### config.mk
export PLATFORM = sky130hd
export DESIGN_NAME = muldiv_unit_flat
export DESIGN_NICKNAME = d
export VERILOG_FILES = /design/src/rtl/riscv_m_pkg.sv /design/src/rtl/muldiv_unit_if.sv /design/src/rtl/muldiv_iter_core.sv /design/src/rtl/muldiv_unit.sv /design/src/flat_wrapper.sv
export SDC_FILE = /design/constraint.sdc
export NUM_CORES = 1
export LEC_CHECK = 0
export BUFFER_PORTS_ARGS = -buffer_cell sky130_fd_sc_hd__buf_4
export CELL_PAD_IN_SITES_DETAIL_PLACEMENT = 0
export CELL_PAD_IN_SITES_GLOBAL_PLACEMENT = 1
export CORE_MARGIN = 4
export CORE_UTILIZATION = 35
export DETAILED_ROUTE_END_ITERATION = 8
export PLACE_DENSITY = 0.75
export SETUP_SLACK_MARGIN = 0.4
export SKIP_CTS_REPAIR_TIMING = 1
export SLEW_MARGIN = 5
export SYNTH_ARGS = -nofsm -noshare
export SYNTH_HDL_FRONTEND = slang
export SYNTH_HIERARCHICAL = 1
export SYNTH_SLANG_ARGS = --single-unit
### constraint.sdc
create_clock -name clk -period 5.7 [get_ports clk]
set_input_delay 0.855 -clock clk [delete_from_list [all_inputs] [get_ports clk]]
set_output_delay 0.855 -clock clk [all_outputs]
set_load 0.05 [all_outputs]
### src/rtl/riscv_m_pkg.sv
// Shared RV32M definitions: funct3 operation encodings and the
// multiply/divide unit state encoding.
package riscv_m_pkg;

    typedef enum logic [2:0] {
        F3_MUL    = 3'd0,
        F3_MULH   = 3'd1,
        F3_MULHSU = 3'd2,
        F3_MULHU  = 3'd3,
        F3_DIV    = 3'd4,
        F3_DIVU   = 3'd5,
        F3_REM    = 3'd6,
        F3_REMU   = 3'd7
    } m_funct3_e;

    typedef enum logic [1:0] {
        ST_IDLE,
        ST_CALC,
        ST_DONE
    } md_state_e;

endpackage

### src/rtl/muldiv_unit_if.sv
// Issue/write-back bundle between the pipeline and the M-extension unit.
interface muldiv_unit_if #(parameter int unsigned XLEN = 32);

    logic            in_valid;
    logic            in_ready;
    logic [2:0]      funct3;
    logic [XLEN-1:0] op_a;
    logic [XLEN-1:0] op_b;
    logic [4:0]      rd;
    logic            kill;
    logic            wb_we;
    logic [4:0]      wb_wa;
    logic [XLEN-1:0] wb_wd;

    modport master (
        output in_valid, funct3, op_a, op_b, rd, kill,
        input  in_ready, wb_we, wb_wa, wb_wd
    );

    modport slave (
        input  in_valid, funct3, op_a, op_b, rd, kill,
        output in_ready, wb_we, wb_wa, wb_wd
    );

endinterface

### src/rtl/muldiv_iter_core.sv
// Unsigned iterative datapath: shift-add multiply or restoring divide,
// one bit per step, over a 2*XLEN accumulator {hi, lo}.
module muldiv_iter_core #(
    parameter int unsigned XLEN = 32
) (
    input  logic              clk,
    input  logic              rst_n,
    input  logic              load,
    input  logic              step,
    input  logic              div_mode,
    input  logic [XLEN-1:0]   a,
    input  logic [XLEN-1:0]   b,
    output logic [2*XLEN-1:0] acc_nxt
);

    logic [2*XLEN-1:0] acc;
    logic [XLEN-1:0]   bq;
    logic              mode;
    logic [XLEN-1:0]   hi, lo;
    logic [XLEN:0]     sum, rsh, trial;

    // Multiply: lo holds the multiplier and shifts right under the growing product.
    // Divide: lo holds the dividend and shifts left as quotient bits enter.
    always_comb begin
        hi    = acc[2*XLEN-1:XLEN];
        lo    = acc[XLEN-1:0];
        sum   = {1'b0, hi} + (lo[0] ? {1'b0, bq} : '0);
        rsh   = {hi, lo[XLEN-1]};
        trial = rsh - {1'b0, bq};
        if (mode) begin
            if (!trial[XLEN])
                acc_nxt = {trial[XLEN-1:0], lo[XLEN-2:0], 1'b1};
            else
                acc_nxt = {rsh[XLEN-1:0], lo[XLEN-2:0], 1'b0};
        end else begin
            acc_nxt = {sum, lo[XLEN-1:1]};
        end
    end

    always_ff @(posedge clk or negedge rst_n) begin
        if (!rst_n) begin
            acc  <= '0;
            bq   <= '0;
            mode <= 1'b0;
        end else if (load) begin
            acc  <= {{XLEN{1'b0}}, a};
            bq   <= b;
            mode <= div_mode;
        end else if (step) begin
            acc  <= acc_nxt;
        end
    end

endmodule

### src/rtl/muldiv_unit.sv
// RV32M multiply/divide unit: FSM, sign handling, divide special cases,
// kill handling and the register-file write-back port.
module muldiv_unit #(
    parameter int unsigned XLEN = 32
) (
    input  logic          clk,
    input  logic          rst_n,
    muldiv_unit_if.slave  bus
);
    import riscv_m_pkg::*;

    localparam int unsigned     CW       = $clog2(XLEN);
    localparam logic [CW-1:0]   CNT_LAST = CW'(XLEN - 1);
    localparam logic [XLEN-1:0] SMIN     = {1'b1, {(XLEN-1){1'b0}}};

    md_state_e         state, state_nxt;
    logic [CW-1:0]     cnt;
    m_funct3_e         f3, f3_q;
    logic [4:0]        rd_q, wa_q;
    logic [XLEN-1:0]   wd_q;
    logic              neg_q;

    logic              accept, fast, is_div, sgn_a, sgn_b, a_neg, b_neg, res_neg, last;
    logic [XLEN-1:0]   a_mag, b_mag, fast_res, calc_res, dres;
    logic [2*XLEN-1:0] prod, prod_s;

    always_comb begin
        f3      = m_funct3_e'(bus.funct3);
        is_div  = bus.funct3[2];
        sgn_a   = (f3 == F3_MULH) || (f3 == F3_MULHSU) || (f3 == F3_DIV) || (f3 == F3_REM);
        sgn_b   = (f3 == F3_MULH) || (f3 == F3_DIV) || (f3 == F3_REM);
        a_neg   = sgn_a && bus.op_a[XLEN-1];
        b_neg   = sgn_b && bus.op_b[XLEN-1];
        a_mag   = a_neg ? -bus.op_a : bus.op_a;
        b_mag   = b_neg ? -bus.op_b : bus.op_b;
        res_neg = (f3 == F3_REM) ? a_neg : (a_neg ^ b_neg);
        fast    = is_div && ((bus.op_b == '0) ||
                  (sgn_b && (bus.op_a == SMIN) && (bus.op_b == '1)));
        if (bus.op_b == '0)
            fast_res = bus.funct3[1] ? bus.op_a : '1;
        else
            fast_res = bus.funct3[1] ? '0 : SMIN;
    end

    always_comb begin
        state_nxt = state;
        accept    = 1'b0;
        last      = (cnt == CNT_LAST);
        case (state)
            ST_IDLE: begin
                if (bus.in_valid && !bus.kill) begin
                    accept    = 1'b1;
                    state_nxt = fast ? ST_DONE : ST_CALC;
                end
            end
            ST_CALC: begin
                if (bus.kill)
                    state_nxt = ST_IDLE;
                else if (last)
                    state_nxt = ST_DONE;
            end
            default: state_nxt = ST_IDLE;
        endcase
    end

    muldiv_iter_core #(.XLEN(XLEN)) u_core (
        .clk      (clk),
        .rst_n    (rst_n),
        .load     (accept && !fast),
        .step     ((state == ST_CALC) && !bus.kill),
        .div_mode (is_div),
        .a        (a_mag),
        .b        (b_mag),
        .acc_nxt  (prod)
    );

    // Result is taken from the core's next-accumulator so wb_wd is registered
    // on the same edge as the final iteration.
    always_comb begin
        prod_s = neg_q ? -prod : prod;
        dres   = f3_q[1] ? prod[2*XLEN-1:XLEN] : prod[XLEN-1:0];
        case (f3_q)
            F3_MUL:                        calc_res = prod[XLEN-1:0];
            F3_MULH, F3_MULHSU, F3_MULHU:  calc_res = prod_s[2*XLEN-1:XLEN];
            default:                       calc_res = neg_q ? -dres : dres;
        endcase
    end

    always_ff @(posedge clk or negedge rst_n) begin
        if (!rst_n) begin
            state <= ST_IDLE;
            cnt   <= '0;
            f3_q  <= F3_MUL;
            rd_q  <= '0;
            neg_q <= 1'b0;
            wa_q  <= '0;
            wd_q  <= '0;
        end else begin
            state <= state_nxt;
            if (accept) begin
                cnt   <= '0;
                f3_q  <= f3;
                rd_q  <= bus.rd;
                neg_q <= res_neg;
                if (fast) begin
                    wa_q <= bus.rd;
                    wd_q <= fast_res;
                end
            end else if ((state == ST_CALC) && !bus.kill) begin
                cnt <= cnt + CW'(1);
                if (last) begin
                    wa_q <= rd_q;
                    wd_q <= calc_res;
                end
            end
        end
    end

    assign bus.in_ready = (state == ST_IDLE);
    assign bus.wb_we    = (state == ST_DONE) && !bus.kill && (wa_q != '0);
    assign bus.wb_wa    = wa_q;
    assign bus.wb_wd    = wd_q;

endmodule

### src/flat_wrapper.sv
// flat-port wrapper written by rule: the top's interface ports become plain ports
module muldiv_unit_flat import riscv_m_pkg::*;
#(
    parameter int unsigned XLEN = 32
)
  (clk, rst_n, bus_in_valid, bus_funct3, bus_op_a, bus_op_b, bus_rd, bus_kill, bus_in_ready, bus_wb_we, bus_wb_wa, bus_wb_wd);
  muldiv_unit_if #(.XLEN(XLEN)) bus_i ();
  input  logic clk;
  input  logic rst_n;
  input wire logic [$bits(bus_i.in_valid)-1:0] bus_in_valid;
  input wire logic [$bits(bus_i.funct3)-1:0] bus_funct3;
  input wire logic [$bits(bus_i.op_a)-1:0] bus_op_a;
  input wire logic [$bits(bus_i.op_b)-1:0] bus_op_b;
  input wire logic [$bits(bus_i.rd)-1:0] bus_rd;
  input wire logic [$bits(bus_i.kill)-1:0] bus_kill;
  output wire logic [$bits(bus_i.in_ready)-1:0] bus_in_ready;
  output wire logic [$bits(bus_i.wb_we)-1:0] bus_wb_we;
  output wire logic [$bits(bus_i.wb_wa)-1:0] bus_wb_wa;
  output wire logic [$bits(bus_i.wb_wd)-1:0] bus_wb_wd;
  assign bus_i.in_valid = bus_in_valid;
  assign bus_i.funct3 = bus_funct3;
  assign bus_i.op_a = bus_op_a;
  assign bus_i.op_b = bus_op_b;
  assign bus_i.rd = bus_rd;
  assign bus_i.kill = bus_kill;
  assign bus_in_ready = bus_i.in_ready;
  assign bus_wb_we = bus_i.wb_we;
  assign bus_wb_wa = bus_i.wb_wa;
  assign bus_wb_wd = bus_i.wb_wd;
  muldiv_unit #(.XLEN(XLEN)) u_core (.clk(clk), .rst_n(rst_n), .bus(bus_i));
endmodule
==> flow_summary.json <==
{
  "cts_tree": "built",
  "wl_per_cell_um": 22.0,
  "critPathMaxFanout": 5,
  "p_seq_share_pct": 18.0,
  "cp.arrival_ns": 5.75,
  "worst_pin_slew_ns": 1.14,
  "grt_max_degree": 72,
  "nets": 2218,
  "top_level_ports": 115,
  "synth_top_area_cell": "dfrtp_1",
  "drc_errors": 0,
  "clk-insertion-delay-late_ns": 0.46,
  "required_ns": 6.05,
  "grt_pass1_wl_mm": 89.7,
  "finalWirelength_mm": 58.7,
  "num-fill-cells": 4490,
  "skew_ns": 0.0172,
  "syn_inst": 1969,
  "power_density_mw_per_mm2": 492,
  "rsz0062_at_grt": "yes",
  "cp-start-kind": "flip-flop",
  "grt_overflow": 0,
  "die_y_um": 218,
  "core_mm2": 0.0434,
  "final_common_cell": "nand2_1",
  "status": "complete, no violations",
  "synth_seq_area_share_pct": 24.3,
  "rr_endpoint": "u_core/bus.wb_wd[30]",
  "hold_viol": 0,
  "vias_per_cell": 5.87,
  "syn_nets": 2117,
  "ant_nets": 0,
  "synth-main-ff-cell": "dfrtp_1",
  "drtPass1Iterations": 6,
  "antenna_found_initial": 2,
  "crit_type": "reg -> reg",
  "max_slew_margin_pct": 23.7,
  "num_rows": 76,
  "async_reset_ff_share_pct": 100,
  "ys_ff_latch": 150,
  "cap_violations": 0,
  "drtIter0Drc": 1520,
  "syn_area_mm2": 0.0154,
  "hpwl_mm": 45.0,
  "pre_cts_slack_ns": 0.00266,
  "r2r-start": "u_core/u_core/acc[31]",
  "combPwrFrac_pct": 68.0,
  "path_clk_slew_ns": 0.08,
  "io_buffer_count": 114,
  "gp_congestion": 0.938,
  "vias": 15656,
  "cts_made_buffers": 17,
  "intPower_mw": 4.38,
  "setup_viol": 0,
  "fin_crit_sh_pct": 94.7,
  "cts-root-buf": "clkbuf_16",
  "clkPwrFrac_pct": 14.0,
  "dp_cells": 2621,
  "r2r_slack_ns": 0.30,
  "die_area_mm2": 0.0475,
  "synthToLayoutAreaGrowth_pct": 16.9,
  "final_cell_mix": "nand2_1, buf_4, nor2_1, o21ai_0, dfrtp_1",
  "clock_sinks": 150,
  "yosys_warnings": 6,
  "end_kind": "flip-flop",
  "drive_gt1_share_pct": 17.5,
  "reg2regPathDepth": 23,
  "track_usage_pct": 24.0,
  "chipWidth_um": 218,
  "cts_buffer_depth": 2,
  "worstHoldPathType": "in -> async",
  "p_leak_nw": 7.74,
  "syn_area_per_cell_um2": 7.84,
  "initial_core_util_pct": 35.6,
  "vdd_drop_max_v": 0.000371,
  "synth_edf_count": 0,
  "htreeDepth": 4,
  "synth.top_cell.area_share_pct": 24.3,
  "grt_pass1_vias": 15124,
  "slew_viol_final": 0,
  "setup_slack_ns": 0.300,
  "p_switching_mw": 4.50,
  "instances_no_fill": 2669,
  "synthTopCellsByArea": "dfrtp_1, mux2i_1, xnor2_1",
  "fin_crit_ns": 5.40,
  "max_freq_mhz": 185,
  "synthDistinctLibCells": 101,
  "switching_share_pct": 50.7
}
[registers in the layout, summed over array words and instances (netlist names)]
name / cells
u_core/u_core/acc: 64
u_core/bus.wb_wd: 32
u_core/state: 2
u_core/rd_q: 5
u_core/bus.wb_wa: 5
u_core/u_core/bq: 32
u_core/f3_q: 3
u_core/neg_q: 1
u_core/cnt: 5
u_core/u_core/mode: 1
[power by group through the flow]
stage	clock network [mW]	registers, mW	logic (mW)
2_1_floorplan	0	1.45	4.06
3_3_place_gp	0	1.61	5.56
3_5_place_dp	0	1.61	5.59
4_1_cts	1.26	1.60	5.62
5_1_grt	1.30	1.63	6.52
6_report	1.24	1.60	6.04
[cell type report]
type / count / area [um2] / area share [%]
multi-input combinational: 1628 / 11100 / 61.7
sequential: 150 / 3760 / 20.8
timing repair buffer: 196 / 1520 / 8.40
tap: 585 / 732 / 4.05
clock buffer: 17 / 425 / 2.36
inverter: 77 / 289 / 1.60
clock inverter: 15 / 189 / 1.05
antenna: 1 / 2.50 / 0.0139
[worst max-delay path: stages (launching register included)]
cell,delay (ns)
dfrtp_1,0.39
inv_2,0.08
ha_4,0.14
inv_2,0.03
fa_2,0.33
a21o_1,0.18
a221o_2,0.41
a22oi_4,0.20
o21ai_4,0.09
a31oi_4,0.23
xnor2_2,0.17
mux2i_1,0.26
a21oi_1,0.13
mux2i_1,0.24
ha_2,0.22
or4b_4,0.48
a222oi_1,0.40
buf_4,0.21
nand4_4,0.13
nor4b_4,0.37
a21o_1,0.17
xnor2_1,0.12
nor2_1,0.07
o221a_2,0.23
[per-layer routing]
metal  track usage (%)  up-vias  routed length, um  share of wire [%]
met5                 0        -                 16              0.027
met2              39.2      569              27300                 46
met4              6.36        2               1500                2.6
met3              3.33      105               3350                5.7
li1                  -     7353                  -                  -
met1              33.4     7627              26600                 45
[cells in the mapped netlist (all sizes together), types with 9 or more instances]
| master | n |
|---|---|
| mux2i | 91 |
| nor3 | 50 |
| nor4 | 20 |
| dfrtp | 150 |
| inv | 77 |
| nor2 | 166 |
| a221oi | 11 |
| nand3 | 30 |
| ha | 70 |
| xor2 | 70 |
| buf | 36 |
| o41ai | 11 |
| or3 | 18 |
| and3 | 17 |
| o31ai | 20 |
| nand4 | 30 |
| and2 | 46 |
| clkbuf | 78 |
| o211ai | 13 |
| a31oi | 24 |
| nand2 | 218 |
| o221ai | 12 |
| xnor2 | 103 |
| or2 | 9 |
| a211oi | 16 |
| a222oi | 11 |
| nor2b | 13 |
| mux2 | 45 |
| or4 | 10 |
| a21oi | 151 |
| o21ai | 181 |
| nand2b | 15 |
| a21o | 40 |
| o21a | 11 |
[per-stage QoR]
stage | hold slack (ns) | setup TNS (ns) | util, % | area [um2] | power (mW)
final | 0.438 | 0 | 41.6 | 18100 | 8.87
after global routing | 0.487 | 0 | 41.6 | 18000 | 9.44
after CTS | 0.457 | -0.0264 | 40.8 | 17700 | 8.47
after detailed placement | 0.457 | 0 | 39.4 | 17100 | 7.20
after global placement | 0.451 | -0.0254 | 39.4 | 17100 | 7.17
after floorplan | 0.436 | 0 | - | 15500 | 5.51
[cells by family after synthesis]
| kind of cell | after synthesis | share of synthesized area, % |
|---|---|---|
| AO/OA/AOI/OAI | 576 | 24.2 |
| XOR/XNOR | 173 | 9.98 |
| adder cells (fa/ha/maj) | 72 | 5.93 |
| buffers and inverters | 191 | 5.11 |
| flip-flops | 150 | 24.3 |
| multiplexers | 136 | 9.25 |
| AND/OR/NAND/NOR | 671 | 21.2 |
[worst max-delay path by stage]
| stage | startpoint | end | slack (ns) | depth (start not counted) |
|---|---|---|---|---|
| global route | u_core/u_core/acc[31] | u_core/bus.wb_wd[30] | 0.08 | 25 |
| floorplan | u_core/u_core/acc[31] | u_core/bus.wb_wd[30] | 0.33 | 23 |
| detailed placement | u_core/u_core/acc[31] | u_core/bus.wb_wd[19] | 0.003 | 23 |
| CTS | u_core/u_core/acc[31] | u_core/bus.wb_wd[19] | -0.03 | 23 |
| finish | u_core/u_core/acc[31] | u_core/bus.wb_wd[30] | 0.30 | 23 |
| global placement | u_core/u_core/acc[54] | u_core/bus.wb_wd[19] | -0.03 | 20 |
(Power assumes the default switching activity.)
